$ cat config.mk
export PLATFORM = sky130hd
export DESIGN_NAME = captura_jogada
export DESIGN_NICKNAME = d
export VERILOG_FILES = /design/src/rtl/captura_jogada.sv
export SDC_FILE = /design/constraint.sdc
export NUM_CORES = 1
export LEC_CHECK = 0
export CORE_ASPECT_RATIO = 1.75
export CORE_MARGIN = 4
export CORE_UTILIZATION = 30
export CTS_CLUSTER_DIAMETER = 150
export DETAILED_ROUTE_END_ITERATION = 10
export PLACE_DENSITY = 0.55
export SLEW_MARGIN = 15
export SYNTH_ARGS = -nofsm -noshare
export SYNTH_HDL_FRONTEND = slang
export SYNTH_SLANG_ARGS = --single-unit
$ cat constraint.sdc
create_clock -name clock -period 2.2 [get_ports clock]
set_input_delay 0.22 -clock clock [delete_from_list [all_inputs] [get_ports clock]]
set_output_delay 0.22 -clock clock [all_outputs]
set_load 0.05 [all_outputs]
$ cat src/rtl/captura_jogada.sv
// Turns debounced board-square lift/place events into a validated move word and holds it
// (temJogada) until the control unit acknowledges with zeraR.
module captura_jogada #(
  parameter int unsigned TIMEOUT_CICLOS = 50_000_000,
  parameter int unsigned LARG_TIMEOUT   = 26
) (
  input  logic        clock,
  input  logic        reset,
  input  logic        sq_evento,
  input  logic        sq_tipo,
  input  logic [5:0]  sq_codigo,
  input  logic        zeraR,
  output logic        temJogada,
  output logic [11:0] jogada,
  output logic        captura,
  output logic        erro,
  output logic        sobrescrita,
  output logic [3:0]  db_estado
);

  typedef enum logic [1:0] {
    StOcioso  = 2'd0,
    StOrigem  = 2'd1,
    StCaptura = 2'd2,
    StPronta  = 2'd3
  } estado_e;

  localparam logic [LARG_TIMEOUT-1:0] TimerMax = LARG_TIMEOUT'(TIMEOUT_CICLOS - 1);

  estado_e                 estado_q, estado_d;
  logic [5:0]              origem_q, origem_d;
  logic [5:0]              alvo_q, alvo_d;
  logic [11:0]             jogada_q, jogada_d;
  logic                    captura_q, captura_d;
  logic                    tem_jogada_q, tem_jogada_d;
  logic                    erro_q, erro_d;
  logic                    sobrescrita_q, sobrescrita_d;
  logic [LARG_TIMEOUT-1:0] timer_q, timer_d;

  logic levanta, coloca, expirou;

  assign levanta = sq_evento & ~sq_tipo;
  assign coloca  = sq_evento & sq_tipo;
  assign expirou = (timer_q == TimerMax);

  always_comb begin
    estado_d      = estado_q;
    origem_d      = origem_q;
    alvo_d        = alvo_q;
    jogada_d      = jogada_q;
    captura_d     = captura_q;
    tem_jogada_d  = tem_jogada_q;
    erro_d        = 1'b0;
    sobrescrita_d = sobrescrita_q;
    timer_d       = timer_q;

    unique case (estado_q)
      StOcioso: begin
        if (levanta) begin
          origem_d = sq_codigo;
          timer_d  = '0;
          estado_d = StOrigem;
        end else if (coloca) begin
          erro_d = 1'b1;
        end
      end

      StOrigem: begin
        if (coloca) begin
          if (sq_codigo == origem_q) begin
            estado_d = StOcioso;
          end else begin
            jogada_d     = {origem_q, sq_codigo};
            captura_d    = 1'b0;
            tem_jogada_d = 1'b1;
            estado_d     = StPronta;
          end
        end else if (levanta) begin
          if (sq_codigo == origem_q) begin
            erro_d   = 1'b1;
            estado_d = StOcioso;
          end else begin
            alvo_d   = sq_codigo;
            timer_d  = '0;
            estado_d = StCaptura;
          end
        end else if (expirou) begin
          erro_d   = 1'b1;
          estado_d = StOcioso;
        end else begin
          timer_d = timer_q + LARG_TIMEOUT'(1);
        end
      end

      StCaptura: begin
        if (coloca && (sq_codigo == alvo_q)) begin
          jogada_d     = {origem_q, alvo_q};
          captura_d    = 1'b1;
          tem_jogada_d = 1'b1;
          estado_d     = StPronta;
        end else if (coloca && (sq_codigo == origem_q)) begin
          // Cancel; putting the captured piece back later is the user's job.
          estado_d = StOcioso;
        end else if (sq_evento) begin
          erro_d   = 1'b1;
          estado_d = StOcioso;
        end else if (expirou) begin
          erro_d   = 1'b1;
          estado_d = StOcioso;
        end else begin
          timer_d = timer_q + LARG_TIMEOUT'(1);
        end
      end

      StPronta: begin
        // Acknowledge takes priority over (and drops) a simultaneous event.
        if (zeraR) begin
          tem_jogada_d  = 1'b0;
          captura_d     = 1'b0;
          sobrescrita_d = 1'b0;
          estado_d      = StOcioso;
        end else if (sq_evento) begin
          sobrescrita_d = 1'b1;
        end
      end
    endcase
  end

  always_ff @(posedge clock) begin
    if (reset) begin
      estado_q      <= StOcioso;
      origem_q      <= '0;
      alvo_q        <= '0;
      jogada_q      <= '0;
      captura_q     <= 1'b0;
      tem_jogada_q  <= 1'b0;
      erro_q        <= 1'b0;
      sobrescrita_q <= 1'b0;
      timer_q       <= '0;
    end else begin
      estado_q      <= estado_d;
      origem_q      <= origem_d;
      alvo_q        <= alvo_d;
      jogada_q      <= jogada_d;
      captura_q     <= captura_d;
      tem_jogada_q  <= tem_jogada_d;
      erro_q        <= erro_d;
      sobrescrita_q <= sobrescrita_d;
      timer_q       <= timer_d;
    end
  end

  assign temJogada   = tem_jogada_q;
  assign jogada      = jogada_q;
  assign captura     = captura_q;
  assign erro        = erro_q;
  assign sobrescrita = sobrescrita_q;
  assign db_estado   = {2'b00, estado_q};

endmodule

# After elaboration in Yosys (flattened, before gate mapping)
# Cells that the tools add are included.
[word_totals] output_inout_bits=20 regBits=56 word_cells=89 inputBits=11
[classes] n_reduce_logical=14 muxes=44 add_sub_neg=1 bitwise=5 eq_ne=16
[op_table] cell="$mux 26" count=8
[op_table] cell="$pmux 26 s3" count=1
[op_table] cell="$mux 12" count=3
[op_table] cell="$add 26x1->26 const B" count=1
[op_table] cell="$eq 26x26->1 const B" count=1
[op_table] cell="$pmux 12 s2" count=1
[op_table] cell="$mux 2" count=10
[op_table] cell="$ne 2x2->1 const B" count=9
[op_table] cell="$mux 1" count=17
[op_table] cell="$eq 6x6->1" count=2
[op_table] cell="$pmux 1 s3" count=3
[op_table] cell="$pmux 2 s4" count=1
[op_table] cell="$reduce_and 4->1" count=2
[op_table] cell="$reduce_and 7->1" count=1
[op_table] cell="$reduce_and 2->1" count=3
[op_table] cell="$reduce_bool 3->1" count=2
[op_table] cell="$reduce_and 5->1" count=1
[op_table] cell="$eq 2x2->1 const B" count=2
[op_table] cell="$reduce_bool 2->1" count=2
[op_table] cell="$ne 3x3->1 const B" count=1
[op_table] cell="$not 1->1" count=3
[op_table] cell="$and 1x1->1" count=2
[op_table] cell="$eq 2x1->1 const B" count=1
[op_table] cell="$logic_and 1x1->1" count=2
[op_table] cell="$logic_not 2->1" count=1

# Depth between registers and ports, before layout
# Gate-level depths: netlist of run 1.
[depth] word_depth=6 depth_mapped=9 depth_no_buf=8

# Worst setup path after synthesis of run 1
# No wires, ideal clock.
[synth_path] path_type="reg-to-reg" start="reg estado_q[1]" end="reg jogada_q[2] (netlist: jogada[2])" path_stages_with_launch=9 t_arrival_ps=2467 synth_period_minus_slack_ps=2546 setup_time_ps=80 path_slack_ps=-346 required_time_ps=2120 path_buffers=2 path_cell_list="dfxtp_1 -> inv_1 -> ha_1 -> buf_2 -> and2_1 -> a2111oi_4 -> buf_6 -> nor2_1 -> a211oi_2"
[synth_via] elab_chain_cells=3 word_cells_on_any_way=8 cone_classes="eq/ne (5); mux (1); reduce/logical (2)"
[synth_lines] element="start, declared" line_no="30" text="estado_e estado_q, estado_d;"
[synth_lines] element="start signal, assigned" line_no="131" text="estado_q <= StOcioso;"
[synth_lines] element="start signal, assigned" line_no="141" text="estado_q <= estado_d;"
[synth_lines] element="$eq 2x2->1 / $eq 2x1->1 (equally long branches)" line_no="57" text="unique case (estado_q)"
[synth_lines] element="$ne 2x2->1 (no line) / $reduce_bool 2->1 (equally long branches)"
[synth_lines] element="$reduce_and 4->1 (no line)"
[synth_lines] element="end signal, assigned" line_no="144" text="jogada_q <= jogada_d;"
[synth_lines] element="end, declared" line_no="33" text="logic [11:0] jogada_q, jogada_d;"
# Several ways; a longest one is shown, not always the timed one.
# A chain may end at the register's enable or synchronous reset.

# Final worst setup path of run 1
[layout_path] start="reg estado_q[1]" end="reg timer_q[22]"
[layout_via] elab_chain_cells=3 word_cells_on_any_way=12 cone_classes="eq/ne (8); mux (1); reduce/logical (3)"
[layout_lines] element="$eq 2x1->1, or another cell as far along" line_no="57"
[layout_lines] element="$ne 3x3->1 (no line), or another cell as far along"
[layout_lines] element="$reduce_and 7->1 (no line)"
[layout_lines] element="end signal, assigned" line_no="149" text="timer_q <= timer_d;"
[layout_lines] element="end, declared" line_no="38" text="logic [LARG_TIMEOUT-1:0] timer_q, timer_d;"
# Several ways; a longest one is shown, not always the timed one.

==> results of run 1 <==
==> flip-flops by register name (all words and copies together), names as in the netlist <==
register     cells
origem_q         6
alvo_q           6
temJogada        1
captura          1
jogada          12
timer_q         26
erro             1
sobrescrita      1
estado_q         2
==> layout make-up <==
cell class                 count  area, um^2  area share
inverter                       7        26.3     0.00684
tap                          122         153      0.0397
multi-input combinational    274        1760       0.457
sequential                    56        1130       0.294
timing repair buffer          72         633       0.165
clock buffer                   6         129      0.0335
clock inverter                 2        16.3     0.00423
==> worst reg2reg max path: stages, from the launching register on <==
cell	delay [ns]
dfxtp_4	0.37
inv_1	0.08
ha_1	0.25
nor2_1	0.12
o21bai_1	0.06
a21oi_1	0.12
buf_4	0.15
nand2_2	0.15
or4_1	0.51
a21oi_1	0.16
==> worst min path at each step <==
| stage | end | slack [ns] | cells after the start |
|---|---|---|---|
| after floorplan | erro | 0.32 | 1 |
| after global routing | timer_q[16] | 0.38 | 2 |
| after global placement | temJogada | 0.47 | 2 |
| after detailed placement | temJogada | 0.48 | 2 |
| final | timer_q[23] | 0.35 | 2 |
| after CTS | timer_q[23] | 0.36 | 2 |
==> cells in the final DEF (no fill, tap or decap), types with 6 or more instances in the layout <==
| cell | count |
|---|---|
| dfxtp_1 | 54 |
| buf_4 | 42 |
| nor2_1 | 41 |
| a21oi_1 | 29 |
| clkdlybuf4s50_1 | 26 |
| o21ai_0 | 25 |
| nand2_1 | 21 |
| mux2i_1 | 19 |
| nand3_1 | 13 |
| xnor2_1 | 12 |
| nand4_1 | 11 |
| or3_1 | 10 |
| xor2_1 | 8 |
| and3_1 | 8 |
| inv_1 | 7 |
| and2_1 | 6 |
| a31oi_1 | 6 |
| ha_1 | 6 |
==> metrics by stage <==
step                      total power [mW]  hold WS (ns)
after global routing                  2.87         0.376
after global placement                1.96         0.467
after floorplan                       1.63         0.318
final                                 2.73         0.353
after CTS                             2.77         0.357
after detailed placement              1.97         0.478
==> per-layer routing <==
layer  up-vias  global-route usage  routed length (um)
met5         -                   0                   0
met4         0              0.0475                 123
met3         7              0.0206                 183
met2        32               0.288                4620
met1      1302               0.143                3120
li1       1404                   -                   -
==> kinds of logic (layout without fill, tap and decap cells) <==
group	count (synthesis)	count (layout)	share of synthesized area
simple gates	141	141	0.251
flops	56	56	0.376
xor+xnor	20	20	0.0587
mux	19	19	0.0637
buf+inv	26	87	0.0381
other cells	1	2	0.00126
fa+ha+maj	6	6	0.0251
compound gates	86	86	0.187
==> where the power goes <==
part           internal [mW]  switching [mW]  leakage (nW)  total [mW]
Combinational          0.346           0.481         0.869       0.827
Sequential              1.07          0.0383         0.455        1.11
Clock                  0.425           0.368        0.0671       0.793
Total                   1.84           0.887          1.39        2.73
==> flow_summary.yaml, run 1 <==
power_and_ir_drop:
  p_leak_nw: 1.39
  ir_worst_vdd_uv: 341
  cellPowerDensity_nw_per_um2: 710
floorplanning:
  coreArea_um2: 9590
  die_width_um: 83.4
  fp-row-count: 47
  io_pins: 31
  start_util: 0.311
  dieArea_um2: 11700
  die_h_um: 140
timing:
  fin_crit_ns: 2.05
  fmax_mhz: 487
  slew_viol_final: 0
  finClkSkew_ns: 0.00582
  tightest_slew_ns: 0.514
  finalCritPeriodShare: 0.933
  max_slew_margin: 0.656
  layout_setup_ws_ns: 0.146
  setup_viol: 0
  rsz0062_at_grt: "false"
  timing.setup.tns_ns: 0
  hold_viol: 0
worst_setup_path:
  crit_path_start: "estado_q[1]"
  cp_common_cell: "a21oi_1"
  reg2reg_depth: 9
  cp_cell_sequence: "inv_1 > ha_1 > nor2_1 > o21bai_1 > a21oi_1 > buf_4 > nand2_2 > or4_1 > a21oi_1"
  arrival_ns: 2.28
  max_stage_delay_ns: 0.51
  critPathKind: "reg2reg"
  start_kind: "flip-flop"
  cp.required_ns: 2.42
  cp_top_family: "simple AND/OR/NAND/NOR gates"
  path_buf_inv: 2
  worst_path_max_delay_cell: "or4_1"
  critical_path.endpoint_type: "flip-flop"
  crit_end: "timer_q[22]"
  worst_r2r_startpoint: "estado_q[1]"
  worst-path-stages: 9
  rr_endpoint: "timer_q[22]"
  path_max_fanout: 10
  regToRegSetupSlack_ns: 0.15
synth:
  synth.most_common_cell: "dfxtp_1"
  yosysSeqAreaShare: 0.376
  yosys-top-cells-count: "dfxtp_1, nor2_1, a21oi_1"
  yosysWarnings: 0
  ys.flop_type: "dfxtp_1"
  synth_edf_count: 0
  syn_area_um2: 2990
  synth_area_leader_cell: "dfxtp_1"
  syn_area_per_cell_um2: 8.41
  ys_types: 51
  yosysTopAreaCellShare: 0.376
  synthCells: 355
  async_reset_ff_frac: 0
  synth_seq_cells: 56
  yosys-top-cells-area: "dfxtp_1, mux2i_1, nor2_1"
routing:
  drtIter0Drc: 76
  drt-pass1-iter-count: 4
  postRouteAntennaNets: 0
  post-route-drc-count: 0
  wl_per_cell_um: 14.9
  totalWireLength_um: 8050
  vias_per_cell: 5.09
  via_count: 2745
final_layout:
  area_growth_pct: 28.8
  fin_cells: 539
  fin_nets: 433
  antenna_cells: 0
  final_area_um2: 3840
  final_core_util: 0.401
  fill_cells: 976
  drive_gt1_frac: 0.156
global_route:
  gr-usage-all-layers: 0.142
  grt_pass1_wl_um: 13700
  grt_antenna_before_repair: 0
  grt_max_degree: 21
  grt_overflow: 0
  grt_pass1_vias: 2793
placement:
  placed_area_um2: 3690
  post-place-ws_ns: -0.185
  port_buffers: 28
  hpwlAfterDp_um: 6320
  gp_congestion: 0.813
  dp.cells: 531
min_path:
  hold_start: "reset"
  hold_path_class: "in2reg"
cts:
  numClockSinks: 56
  tritoncts: "yes"
  path_clk_slew_ns: 0.07
  hold_buffers: 0
  clk_latency_ns: 0.29
  cts_max_path_buffers: 2
  ctsHtreeMaxLevel: 2
  cts_resized: 0
  clockRootBuffer: "clkbuf_16"
  cts_made_buffers: 5
  post_cts_buffers: 0
outcome:
  status: "completed"
run:
  maxCapViolations: 0
No activity file was read; power rests on OpenSTA's default activity.
==> run 2, diff against run 1 <==
--- a/config.mk
+++ b/config.mk
@@ -5,6 +5,7 @@
 export SDC_FILE = /design/constraint.sdc
 export NUM_CORES = 1
 export LEC_CHECK = 0
+export ABC_AREA = 0
 export CORE_ASPECT_RATIO = 1.75
 export CORE_MARGIN = 4
 export CORE_UTILIZATION = 30
==> results of run 2 <==
No change in the layout: final DEF, timing and power equal those of run 1.
